File: config.mk
export PLATFORM = sky130hd
export DESIGN_NAME = sram_ctrl
export DESIGN_NICKNAME = d
export VERILOG_FILES = /design/src/rtl/sram_ctrl_pkg.sv /design/src/rtl/sram_ctrl_cyc_timer.sv /design/src/rtl/sram_ctrl.sv
export SDC_FILE = /design/constraint.sdc
export NUM_CORES = 1
export LEC_CHECK = 0
export ABC_AREA = 1
export CORE_ASPECT_RATIO = 0.9
export CORE_MARGIN = 2
export CORE_UTILIZATION = 55
export DETAILED_ROUTE_END_ITERATION = 10
export DONT_BUFFER_PORTS = 1
export PLACE_DENSITY = 0.83
export SLEW_MARGIN = 20
export SYNTH_ARGS = -nofsm -noshare
export SYNTH_HDL_FRONTEND = slang
export SYNTH_HIERARCHICAL = 1
export SYNTH_SLANG_ARGS = --single-unit
File: constraint.sdc
create_clock -name Clk -period 1.7 [get_ports Clk]
set_clock_uncertainty 0.15 [all_clocks]
set_input_delay 0.17 -clock Clk [delete_from_list [all_inputs] [get_ports Clk]]
set_output_delay 0.17 -clock Clk [all_outputs]
set_load 0.03 [all_outputs]
File: src/rtl/sram_ctrl_pkg.sv
// Shared types and constants for the byte-wide SRAM controller.
`timescale 1ns/1ps
package sram_ctrl_pkg;

   // Width of the phase timer; every timing parameter must fit in it.
   localparam int CNT_W = 4;

   // Default geometry and timing.
   localparam int DEF_ADDR_W    = 16;
   localparam int DEF_DATA_W    = 8;
   localparam int DEF_SETUP_CYC = 1;
   localparam int DEF_PULSE_CYC = 2;
   localparam int DEF_HOLD_CYC  = 1;
   localparam int DEF_RD_CYC    = 2;

   typedef enum logic [2:0] {
      IDLE      = 3'd0,
      WR_SETUP  = 3'd1,
      WR_PULSE  = 3'd2,
      WR_HOLD   = 3'd3,
      RD_ACCESS = 3'd4
   } state_t;

   // A phase length is legal when it is at least one cycle and fits the timer.
   function automatic bit cyc_ok(input int c);
      return (c >= 1) && (c <= (1 << CNT_W) - 1);
   endfunction

   // The timer counts down to zero, so a phase of c cycles loads c-1.
   function automatic logic [CNT_W-1:0] cyc_load(input int c);
      return CNT_W'(c - 1);
   endfunction

endpackage

File: src/rtl/sram_ctrl_cyc_timer.sv
// Loadable down-counter with a zero flag; times every SRAM phase.
`timescale 1ns/1ps
module cyc_timer
   import sram_ctrl_pkg::*;
(
   input  logic             clk,
   input  logic             rst_b,
   input  logic             load,
   input  logic [CNT_W-1:0] load_val,
   output logic             zero
);

   logic [CNT_W-1:0] cnt;

   // Load wins over counting; the counter parks at zero until reloaded.
   always_ff @(posedge clk or negedge rst_b) begin
      if (!rst_b) begin
         cnt <= '0;
      end else if (load) begin
         cnt <= load_val;
      end else if (cnt != '0) begin
         cnt <= cnt - 1'b1;
      end
   end

   assign zero = (cnt == '0);

endmodule

File: src/rtl/sram_ctrl.sv
// Synchronous front-end for an asynchronous byte-wide SRAM: single
// read/write requests in, registered Cs_b/We_b/Oe_b strobes out.
//
// Request handshake: a request is transferred on a rising Clk edge where
// req_valid and req_ready are both high. req_ready is high only in IDLE.
// The requester holds req_we/req_addr/req_wdata stable while req_valid is
// high and may keep req_valid high across accesses; the request is taken on
// the first IDLE edge and never dropped. Completion is signalled by a
// one-cycle wr_done (write) or rsp_valid (read) pulse; there is no
// back-pressure on either.
`timescale 1ns/1ps
module sram_ctrl
   import sram_ctrl_pkg::*;
#(
   parameter int ADDR_W    = DEF_ADDR_W,
   parameter int DATA_W    = DEF_DATA_W,
   parameter int SETUP_CYC = DEF_SETUP_CYC,
   parameter int PULSE_CYC = DEF_PULSE_CYC,
   parameter int HOLD_CYC  = DEF_HOLD_CYC,
   parameter int RD_CYC    = DEF_RD_CYC
)(
   input  logic              Clk,
   input  logic              Rst_b,
   input  logic              req_valid,
   output logic              req_ready,
   input  logic              req_we,
   input  logic [ADDR_W-1:0] req_addr,
   input  logic [DATA_W-1:0] req_wdata,
   output logic              wr_done,
   output logic              rsp_valid,
   output logic [DATA_W-1:0] rsp_rdata,
   output logic              Cs_b,
   output logic              We_b,
   output logic              Oe_b,
   output logic [ADDR_W-1:0] Address,
   output logic [DATA_W-1:0] IO_out,
   output logic              IO_oe,
   input  logic [DATA_W-1:0] IO_in,
   output state_t            dbg_state
);

   // Out-of-range phase lengths would wrap the 4-bit timer; refuse them.
   if (!cyc_ok(SETUP_CYC) || !cyc_ok(PULSE_CYC) ||
       !cyc_ok(HOLD_CYC)  || !cyc_ok(RD_CYC)) begin : g_bad_timing
      $error("sram_ctrl: SETUP_CYC, PULSE_CYC, HOLD_CYC and RD_CYC must be 1..15");
   end

   localparam logic [CNT_W-1:0] SETUP_LD = cyc_load(SETUP_CYC);
   localparam logic [CNT_W-1:0] PULSE_LD = cyc_load(PULSE_CYC);
   localparam logic [CNT_W-1:0] HOLD_LD  = cyc_load(HOLD_CYC);
   localparam logic [CNT_W-1:0] RD_LD    = cyc_load(RD_CYC);

   state_t           state;
   logic             tmr_load;
   logic [CNT_W-1:0] tmr_val;
   logic             tmr_zero;

   assign req_ready = (state == IDLE);
   assign dbg_state = state;

   // Timer reload: at acceptance and on every expiring phase that leads into
   // another timed phase. Phases that return to IDLE need no reload.
   always_comb begin
      tmr_load = 1'b0;
      tmr_val  = '0;
      case (state)
         IDLE: begin
            if (req_valid) begin
               tmr_load = 1'b1;
               tmr_val  = req_we ? SETUP_LD : RD_LD;
            end
         end
         WR_SETUP: begin
            if (tmr_zero) begin
               tmr_load = 1'b1;
               tmr_val  = PULSE_LD;
            end
         end
         WR_PULSE: begin
            if (tmr_zero) begin
               tmr_load = 1'b1;
               tmr_val  = HOLD_LD;
            end
         end
         default: begin
            tmr_load = 1'b0;
         end
      endcase
   end

   cyc_timer u_timer (
      .clk      (Clk),
      .rst_b    (Rst_b),
      .load     (tmr_load),
      .load_val (tmr_val),
      .zero     (tmr_zero)
   );

   // Access sequencer; every SRAM-side signal is a register of this block,
   // and reset releases the strobes immediately, abandoning any access.
   always_ff @(posedge Clk or negedge Rst_b) begin
      if (!Rst_b) begin
         state     <= IDLE;
         Cs_b      <= 1'b1;
         We_b      <= 1'b1;
         Oe_b      <= 1'b1;
         IO_oe     <= 1'b0;
         Address   <= '0;
         IO_out    <= '0;
         rsp_rdata <= '0;
         rsp_valid <= 1'b0;
         wr_done   <= 1'b0;
      end else begin
         rsp_valid <= 1'b0;
         wr_done   <= 1'b0;
         case (state)
            IDLE: begin
               if (req_valid) begin
                  Address <= req_addr;
                  Cs_b    <= 1'b0;
                  if (req_we) begin
                     IO_out <= req_wdata;
                     IO_oe  <= 1'b1;
                     state  <= WR_SETUP;
                  end else begin
                     Oe_b  <= 1'b0;
                     state <= RD_ACCESS;
                  end
               end
            end
            WR_SETUP: begin
               if (tmr_zero) begin
                  We_b  <= 1'b0;
                  state <= WR_PULSE;
               end
            end
            WR_PULSE: begin
               if (tmr_zero) begin
                  We_b  <= 1'b1;
                  state <= WR_HOLD;
               end
            end
            WR_HOLD: begin
               if (tmr_zero) begin
                  Cs_b    <= 1'b1;
                  IO_oe   <= 1'b0;
                  wr_done <= 1'b1;
                  state   <= IDLE;
               end
            end
            RD_ACCESS: begin
               if (tmr_zero) begin
                  rsp_rdata <= IO_in;
                  rsp_valid <= 1'b1;
                  Cs_b      <= 1'b1;
                  Oe_b      <= 1'b1;
                  state     <= IDLE;
               end
            end
            default: begin
               state <= IDLE;
            end
         endcase
      end
   end

endmodule

**Word-level counts from Yosys, hierarchy flattened**

Index checks and enable logic that the tools add are counted.

- Flip-flop bits (word level): 45
- Output and inout port bits: 42

- Add/subtract/negate cells: 1
- Equal/unequal tests: 12
- Multiplexer cells: 28
- Reduce and logical (&&, ||, !) cells: 18

Operators with widths:

| operator | number |
|---|---|
| two-way mux 3 bit | 5 |
| two-way mux 1 bit | 14 |
| inequality test 2 bit, second input constant | 6 |
| one-hot mux 1 bit (2 select lines) | 6 |
| one-hot mux 3 bit (4 select lines) | 1 |
| AND reduction 4 bit | 3 |
| nonzero test 2 bit | 5 |
| AND reduction 3 bit | 3 |
| two-way mux 4 bit | 2 |
| equality test 3 x 2 -> 1 bit, second input constant | 2 |
| logical NOT 4 bit | 1 |
| inequality test 2 x 1 -> 1 bit, second input constant | 2 |
| AND reduction 2 bit | 2 |
| nonzero test 4 bit | 1 |
| OR reduction 2 bit | 2 |
| subtractor 4 x 1 -> 4 bit, second input constant | 1 |
| equality test 3 x 1 -> 1 bit, second input constant | 1 |
| equality test 3 bit, second input constant | 1 |
| logical NOT 3 bit | 1 |

**Depth between registers and ports, before layout**

- Depth after elaboration: 4
- Depth in mapped cells: 11
- Depth with buffers taken out: 11

**Modules after synthesis**

The synthesis kept the hierarchy.

Modules (own cells, without submodules):

| module | times used | cells an instance | area an instance (sq um) | seq. area each (sq um) |
|---|---|---|---|---|
| sram_ctrl | 1 | 187 | 1,641.6 | 1,029.7 |
| cyc_timer | 1 | 34 | 242.7 | 100.1 |

**Least setup slack after synthesis**

Ideal clock, no wire load.

- Path kind: register -> register
- From: register state[1], in the netlist dbg_state[1]
- To: register u_timer.cnt[3]
- Library setup time: 116 ps
- Data arrival time: 1,646 ps
- Data required time: 1,434 ps
- Path slack: -212 ps
- Cell stages (with the launch flop): 12
- Path buffers: 1
- Cell sequence: dfrtp_1 -> inv_2 -> nand2_2 -> nor2_4 -> nand2_4 -> buf_4 -> nand2_1 -> inv_1 -> nand2_1 -> inv_1 -> nand2_1 -> nand2_1

- Elaborated cells on any way between the ends: 7
- Those cells by class: eq/ne (2); mux (2); reduce/logical (3)

RTL lines:

| element | line | RTL |
|---|---|---|
| from (decl) | sram_ctrl.sv:53 | `state_t state;` |
| from (signal assigned) | sram_ctrl.sv:103 | `state <= IDLE;` |
| from (signal assigned) | sram_ctrl.sv:124 | `state <= WR_SETUP;` |
| from (signal assigned) | sram_ctrl.sv:127 | `state <= RD_ACCESS;` |
| logical NOT 3 bit (*) | - |  |
| via req_ready | sram_ctrl.sv:25 | `output logic req_ready,` |
| one-hot mux 1 bit (2 select lines) (*) | sram_ctrl.sv:66 | `case (state)` |
| via tmr_load | sram_ctrl.sv:54 | `logic tmr_load;` |
| two-way mux 4 bit or nonzero test 2 bit (tied branches) | - |  |
| to (signal assigned) | sram_ctrl_cyc_timer.sv:20 | `cnt <= load_val;` |
| to (signal assigned) | sram_ctrl_cyc_timer.sv:22 | `cnt <= cnt - 1'b1;` |
| to (decl) | sram_ctrl_cyc_timer.sv:13 | `logic [CNT_W-1:0] cnt;` |

The timed path passes the listed nets; every way through them passes the cells marked *.
A chain may end at the register's enable or synchronous reset.

**Final worst setup path**

- From: register u_timer.cnt[0]
- To: register u_timer.cnt[0]

- Word-level cells in the longest chain between the ends: 4
- Elaborated cells on any way between the ends: 10
- Those cells by class: add/sub (1); mux (6); reduce/logical (3)

RTL lines:

| element | line | RTL |
|---|---|---|
| logical NOT 4 bit | sram_ctrl_cyc_timer.sv:26 | `assign zero = (cnt == '0);` |
| via tmr_zero | sram_ctrl.sv:56 | `logic tmr_zero;` |
| two-way mux 1 bit | sram_ctrl.sv:74 | `if (tmr_zero) begin` |
| one-hot mux 1 bit (2 select lines) | sram_ctrl.sv:66 |  |
| via tmr_val[0] | sram_ctrl.sv:55 | `logic [CNT_W-1:0] tmr_val;` |
| two-way mux 4 bit | sram_ctrl_cyc_timer.sv:19 | `end else if (load) begin` |

The timed path passes the listed nets, and every way through them passes these cells. The select of a mux whose other input is x is not followed.

==> impl_results.md <==
- GPL Wtd Cong: 0.817
- Layout Utilization: 75.2%
- Largest net degree at the start of global routing: 46
- Fraction of layout cells with a size suffix above 1: 15.8%
- Register bit total from synthesis: 45
- Area Growth Syn to Fin: 32.8%
- Ports: 78
- FFs w/ async S/R, synth: 100%
- CP Cell Sequence: inv_2, ha_2, nand2_1, inv_2, inv_2, o21ai_1, nand2_1, o21ai_0, nand2_1, o21ai_0
- Worst Path Max Fanout: 5
- Clk buf depth: 2
- Width of the die: 65.7 µm
- Endpoints failing hold: 0
- Residual DRC count: 0
- Final period utilization: 96.7%
- CP required: 1.76 ns
- Via count: 1582
- Status: finished, final reports clean
- TNS Setup: 0 ns
- H-Tree Depth: 2
- Most frequent cell after synthesis: nand2_1
- # rows: 20
- Crit path max-delay family: flip-flops
- Dominant cell type by area after synthesis: dfrtp_1
- DP Wirelength: 2690 µm
- Clock Pin Slew Worst Setup and Hold Paths: 0.08 ns
- Global-route wire length before repair: 7060 µm
- GRT Total Usage: 24.6%
- Post-Syn Area: 0.00188 mm²
- Post-DRT Antenna Nets: 0
- Final Critical Period: 1.64 ns
- FF+latch area: 0.00113 mm²
- Pwr/cell area: 2110 mW/mm²
- Core Area: 0.00333 mm²
- Die ar.: 0.00391 mm²
- Initial antenna violation count: 0
- Worst setup EP type: register
- Commonest cells in the netlist: nand2_1, dfrtp_1, inv_1, o21ai_0, nand3_1
- Synth Warn #: 6
- Startpoint types: register
- WL/cell: 14.5 µm
- CTS tree: done
- Routed vias/inst: 5.01
- Clock root cell: clkbuf_8
- Port bufs: 0
- GRT overflow: 0
- Multi-input combinational cell area: 702 µm²
- First-pass DRT Iterations: 4
- Starting Density: 56.6%
- Post-synthesis sequential area ratio: 60.0%
- Slowest stage delay, CP: 0.41 ns
- Total CTS buffers: 5
- Final Max Slew Viols: 0
- Count of cell types in the netlist: 20
- WP data arrival: 1.70 ns
- Hold WC Path Type: primary input to register
- Area fraction of the dominant cell type after synthesis: 55.8%
- Slowest-stage cell, CP: dfrtp_1
- Ys flop type: dfrtp_1
- Cells after Synth: 221
- Worst vdd ir: 0.00139 V
- Clock Sinks: 45
- Worst-skew pair later-pin latency: 0.29 ns
- Synthesized area per cell: 8.53 µm²
- Synth area leaders: dfrtp_1, nand2_1, dfstp_2
- Die Span Y: 59.5 µm
- Layout fillers: 221
- Max Cap Viol: 0
- Number of synthesized flops with an enable pin: 0
- Antenna cell count: 0
- Final setup vio count: 0
- Fmax: 609 MHz
- Post-layout net count: 308
- Final WL: 4600 µm
- Initial DRC Count: 63
- Vias in the first global route: 1557
- Leak: 1.32 nW
- Crit Path Class: register to register
- Crit path buf inv count: 3
## layout by cell type, fill, tap and decap left out, types with 2 or more instances in the layout
| cell | synthesis | routed |
|---|---|---|
| buf_4 | 1 | 8 |
| bufinv_16 | 0 | 2 |
| clkbuf_8 | 0 | 5 |
| conb_1 | 1 | 3 |
| dfrtp_1 | 42 | 40 |
| dfrtp_2 | 0 | 2 |
| dfstp_2 | 3 | 3 |
| dlygate4sd3_1 | 0 | 34 |
| inv_1 | 10 | 6 |
| inv_2 | 4 | 8 |
| nand2_1 | 129 | 127 |
| nand2_2 | 2 | 2 |
| nand2_4 | 1 | 3 |
| nand3_1 | 6 | 6 |
| nand3_2 | 2 | 2 |
| nor2_1 | 2 | 2 |
| nor2_2 | 2 | 2 |
| nor2_4 | 2 | 2 |
| o21ai_0 | 9 | 7 |
| o21ai_1 | 0 | 2 |
## metrics by stage
step,total power [mW],setup slack (ns),std cells,instance area (µm²),hold slack [ns]
after floorplan,3.76,-0.0276,223,1910,-0.276
after global placement,4.07,0.115,272,1990,-0.275
final,5.28,0.0569,316,2500,0.0453
after detailed placement,4.17,0.0238,272,1990,-0.275
after global routing,5.58,-0.0101,316,2500,0.0573
after CTS,5.19,0.00250,315,2480,0.0264
## worst min-delay path, cell delays in order
cell and delay (ns):
inv_1 0.08, nor2_4 0.08, nand2_1 0.06, nand2_1 0.05
## flip-flops by register name, indices dropped and copies added (netlist names)
signal / cells
Oe_b: 1
rsp_valid: 1
IO_oe: 1
u_timer/cnt: 4
Address: 16
dbg_state: 3
We_b: 1
IO_out: 8
wr_done: 1
rsp_rdata: 8
Cs_b: 1
## final timing paths
path                       slack, ns                        from                          to  depth (start not counted)
max in group asynchronous       0.90                       Rst_b            Oe_b$_DFFE_PN1P_                          2
min in group asynchronous       0.23                       Rst_b         rsp_valid$_DFF_PN0_                          2
setup reg to reg                0.06  u_timer/cnt[0]$_DFFE_PN0P_  u_timer/cnt[0]$_DFFE_PN0P_                         10
hold / removal                  0.05                   req_valid       IO_out[2]$_DFFE_PN0P_                          4
hold reg to reg                 0.41            Oe_b$_DFFE_PN1P_            Oe_b$_DFFE_PN1P_                          2
setup / recovery                0.06  u_timer/cnt[0]$_DFFE_PN0P_  u_timer/cnt[0]$_DFFE_PN0P_                         10
## kinds of logic (layout without fill, tap and decap cells)
kind of cell,count (synthesis),in the layout,share of synthesized area (%)
AOI/OAI and AO/OA,9,9,2.39
adders and majority gates,1,1,0.664
other,1,3,0.199
buffers and inverters,17,66,4.12
xor gates and xnor gates,1,1,0.465
DFF,45,45,60.0
and+or+nand+nor,147,147,32.2
## timing repair
action,in CTS,in global routing
endpoints found under the hold margin,77,0
hold buffers,35,0
setup buffers,0,1
setup endpoints to repair,4,8
resized for setup,1,7
## area by class of cell
class / count / area share, %
Sequential cell: 45 / 45.3
Multi-Input combinational cell: 161 / 28.0
Timing Repair Buffer: 43 / 16.8
Tap cell: 44 / 2.20
Inverter: 15 / 2.35
Clock inverter: 3 / 2.60
Clock buffer: 5 / 2.75
## power breakdown
group          internal (mW)  switching, mW
combinational          0.598           1.02
sequential              1.56           1.17
clock                  0.583          0.343
total                   2.74           2.54
## per-layer routing
metal	track usage, %	vias up	share of wire (%)
met5	0	-	0
met4	9.82	0	1.4
li1	-	769	-
met1	28.7	745	39
met2	43.9	62	53
met3	6.08	6	6.1
Note: power is estimated with default switching activity, not from simulation.
==> RTL edit: new RTL, same flow settings <==
Set the package constant `DEF_ADDR_W` to 17 (it was 16).
--- a/src/rtl/sram_ctrl_pkg.sv
+++ b/src/rtl/sram_ctrl_pkg.sv
@@ -7,5 +7,5 @@
 
    // Default geometry and timing.
-   localparam int DEF_ADDR_W    = 16;
+   localparam int DEF_ADDR_W    = 17;
    localparam int DEF_DATA_W    = 8;
    localparam int DEF_SETUP_CYC = 1;
Interface: changed (resized Address and req_addr); port bits go from 78 to 80. The function was not compared with the original's and may differ.
==> RTL edit against the original RTL <==
Critical path depth unchanged. Synthesized area increased by 4.2%. Clock power decreased by 30%. Sequential cell count increased by 1. Routed wire length increased by 5.7%. Via count increased by 7.5%. Count of clock-buffer cells in the layout increased by 1. Total power increased by 0.47%. Final area increased by 4.0%. Setup slack got worse by 8.9 ps.
==> RTL edit: results <==
{
  "outcome": "complete, no violations",
  "cp_top_family": "simple AND/OR/NAND/NOR gates",
  "fin_util": 0.765,
  "hold_end": "IO_out[5]",
  "wl_per_cell_um": 14.8,
  "place_area_mm2": 0.00208,
  "synth.avg_cell_area_um2": 8.69,
  "ys_top_cells_by_count": "nand2_1 (123), dfrtp_1 (43), nand2_2 (11), inv_1 (10), o21ai_0 (9)",
  "grt_max_degree": 47,
  "clk_pin_slew_worst_paths_ps": 80,
  "buffers": 51,
  "gr-usage-met1": 0.290,
  "wl_met3_um": 311,
  "seq_cell_power_uw": 2800,
  "bufAreaShareNonClock": 0.190,
  "seq_cell_count": 46,
  "synth_cell_types": 21,
  "hp-start": "req_valid",
  "grt_pass1_wl_mm": 7.32,
  "grt_usage": 0.254,
  "holdWs_ps": 25.7,
  "grt.met3_usage": 0.0909,
  "ir_drop_uv": 1310,
  "seq_area_mm2": 0.00116,
  "fp.dieArea_mm2": 0.00406,
  "hold_path.class": "in2reg",
  "viasPerCell": 5.19,
  "wl_met2_mm": 2.53,
  "n_clock_buffer": 6,
  "place_hpwl_mm": 2.91,
  "multi_input_cells": 164,
  "layout-drive-gt1-share": 0.201,
  "final-clk-cell-share": 0.0332,
  "p_leak_uw": 0.00137,
  "grt_pass1_vias": 1650,
  "final_nets": 321,
  "layout.cells.non_filler": 328,
  "p_comb_frac": 0.349,
  "fillers": 235,
  "synth_top_cells_by_area": "dfrtp_1 (55%), nand2_1 (24%), dfstp_2 (4.0%), nand2_2 (3.5%), o21ai_0 (2.3%)",
  "worstPathMaxFanout": 7,
  "drtIter0Drc": 77,
  "placed_cells": 278,
  "p_comb_uw": 1850,
  "slowest_delay_ps": 380,
  "intPower_uw": 2620,
  "crit_end": "u_timer/cnt[1]",
  "place.gp.congestion": 0.722
}
==> RTL edit: kinds of logic (layout without fill, tap and decap cells) <==
family / count (synthesis) / after routing / share of synthesized area
xor gates and xnor gates: 1 / 1 / 0.00446
adders and majority gates: 1 / 1 / 0.00637
AOI/OAI and AO/OA: 9 / 9 / 0.0229
and+or+nand+nor: 150 / 150 / 0.326
other: 1 / 3 / 0.00191
DFF: 46 / 46 / 0.588
buffers and inverters: 18 / 74 / 0.0497
==> RTL edit: stage by stage <==
step	setup slack [ps]	setup TNS, ps
floorplan	-93.2	-310
global placement	96.1	0
detailed placement	9.35	0
CTS	31.0	0
global route	-44.5	-82.9
finish	47.9	0
==> RTL edit: repair_timing <==
action | CTS | global route
buffers inserted | 0 | 6
endpoints found under the hold margin | 80 | 0
pin swaps | 0 | 1
hold buffers | 36 | 0
endpoints found under the setup margin | 2 | 14
gates resized for setup | 1 | 5
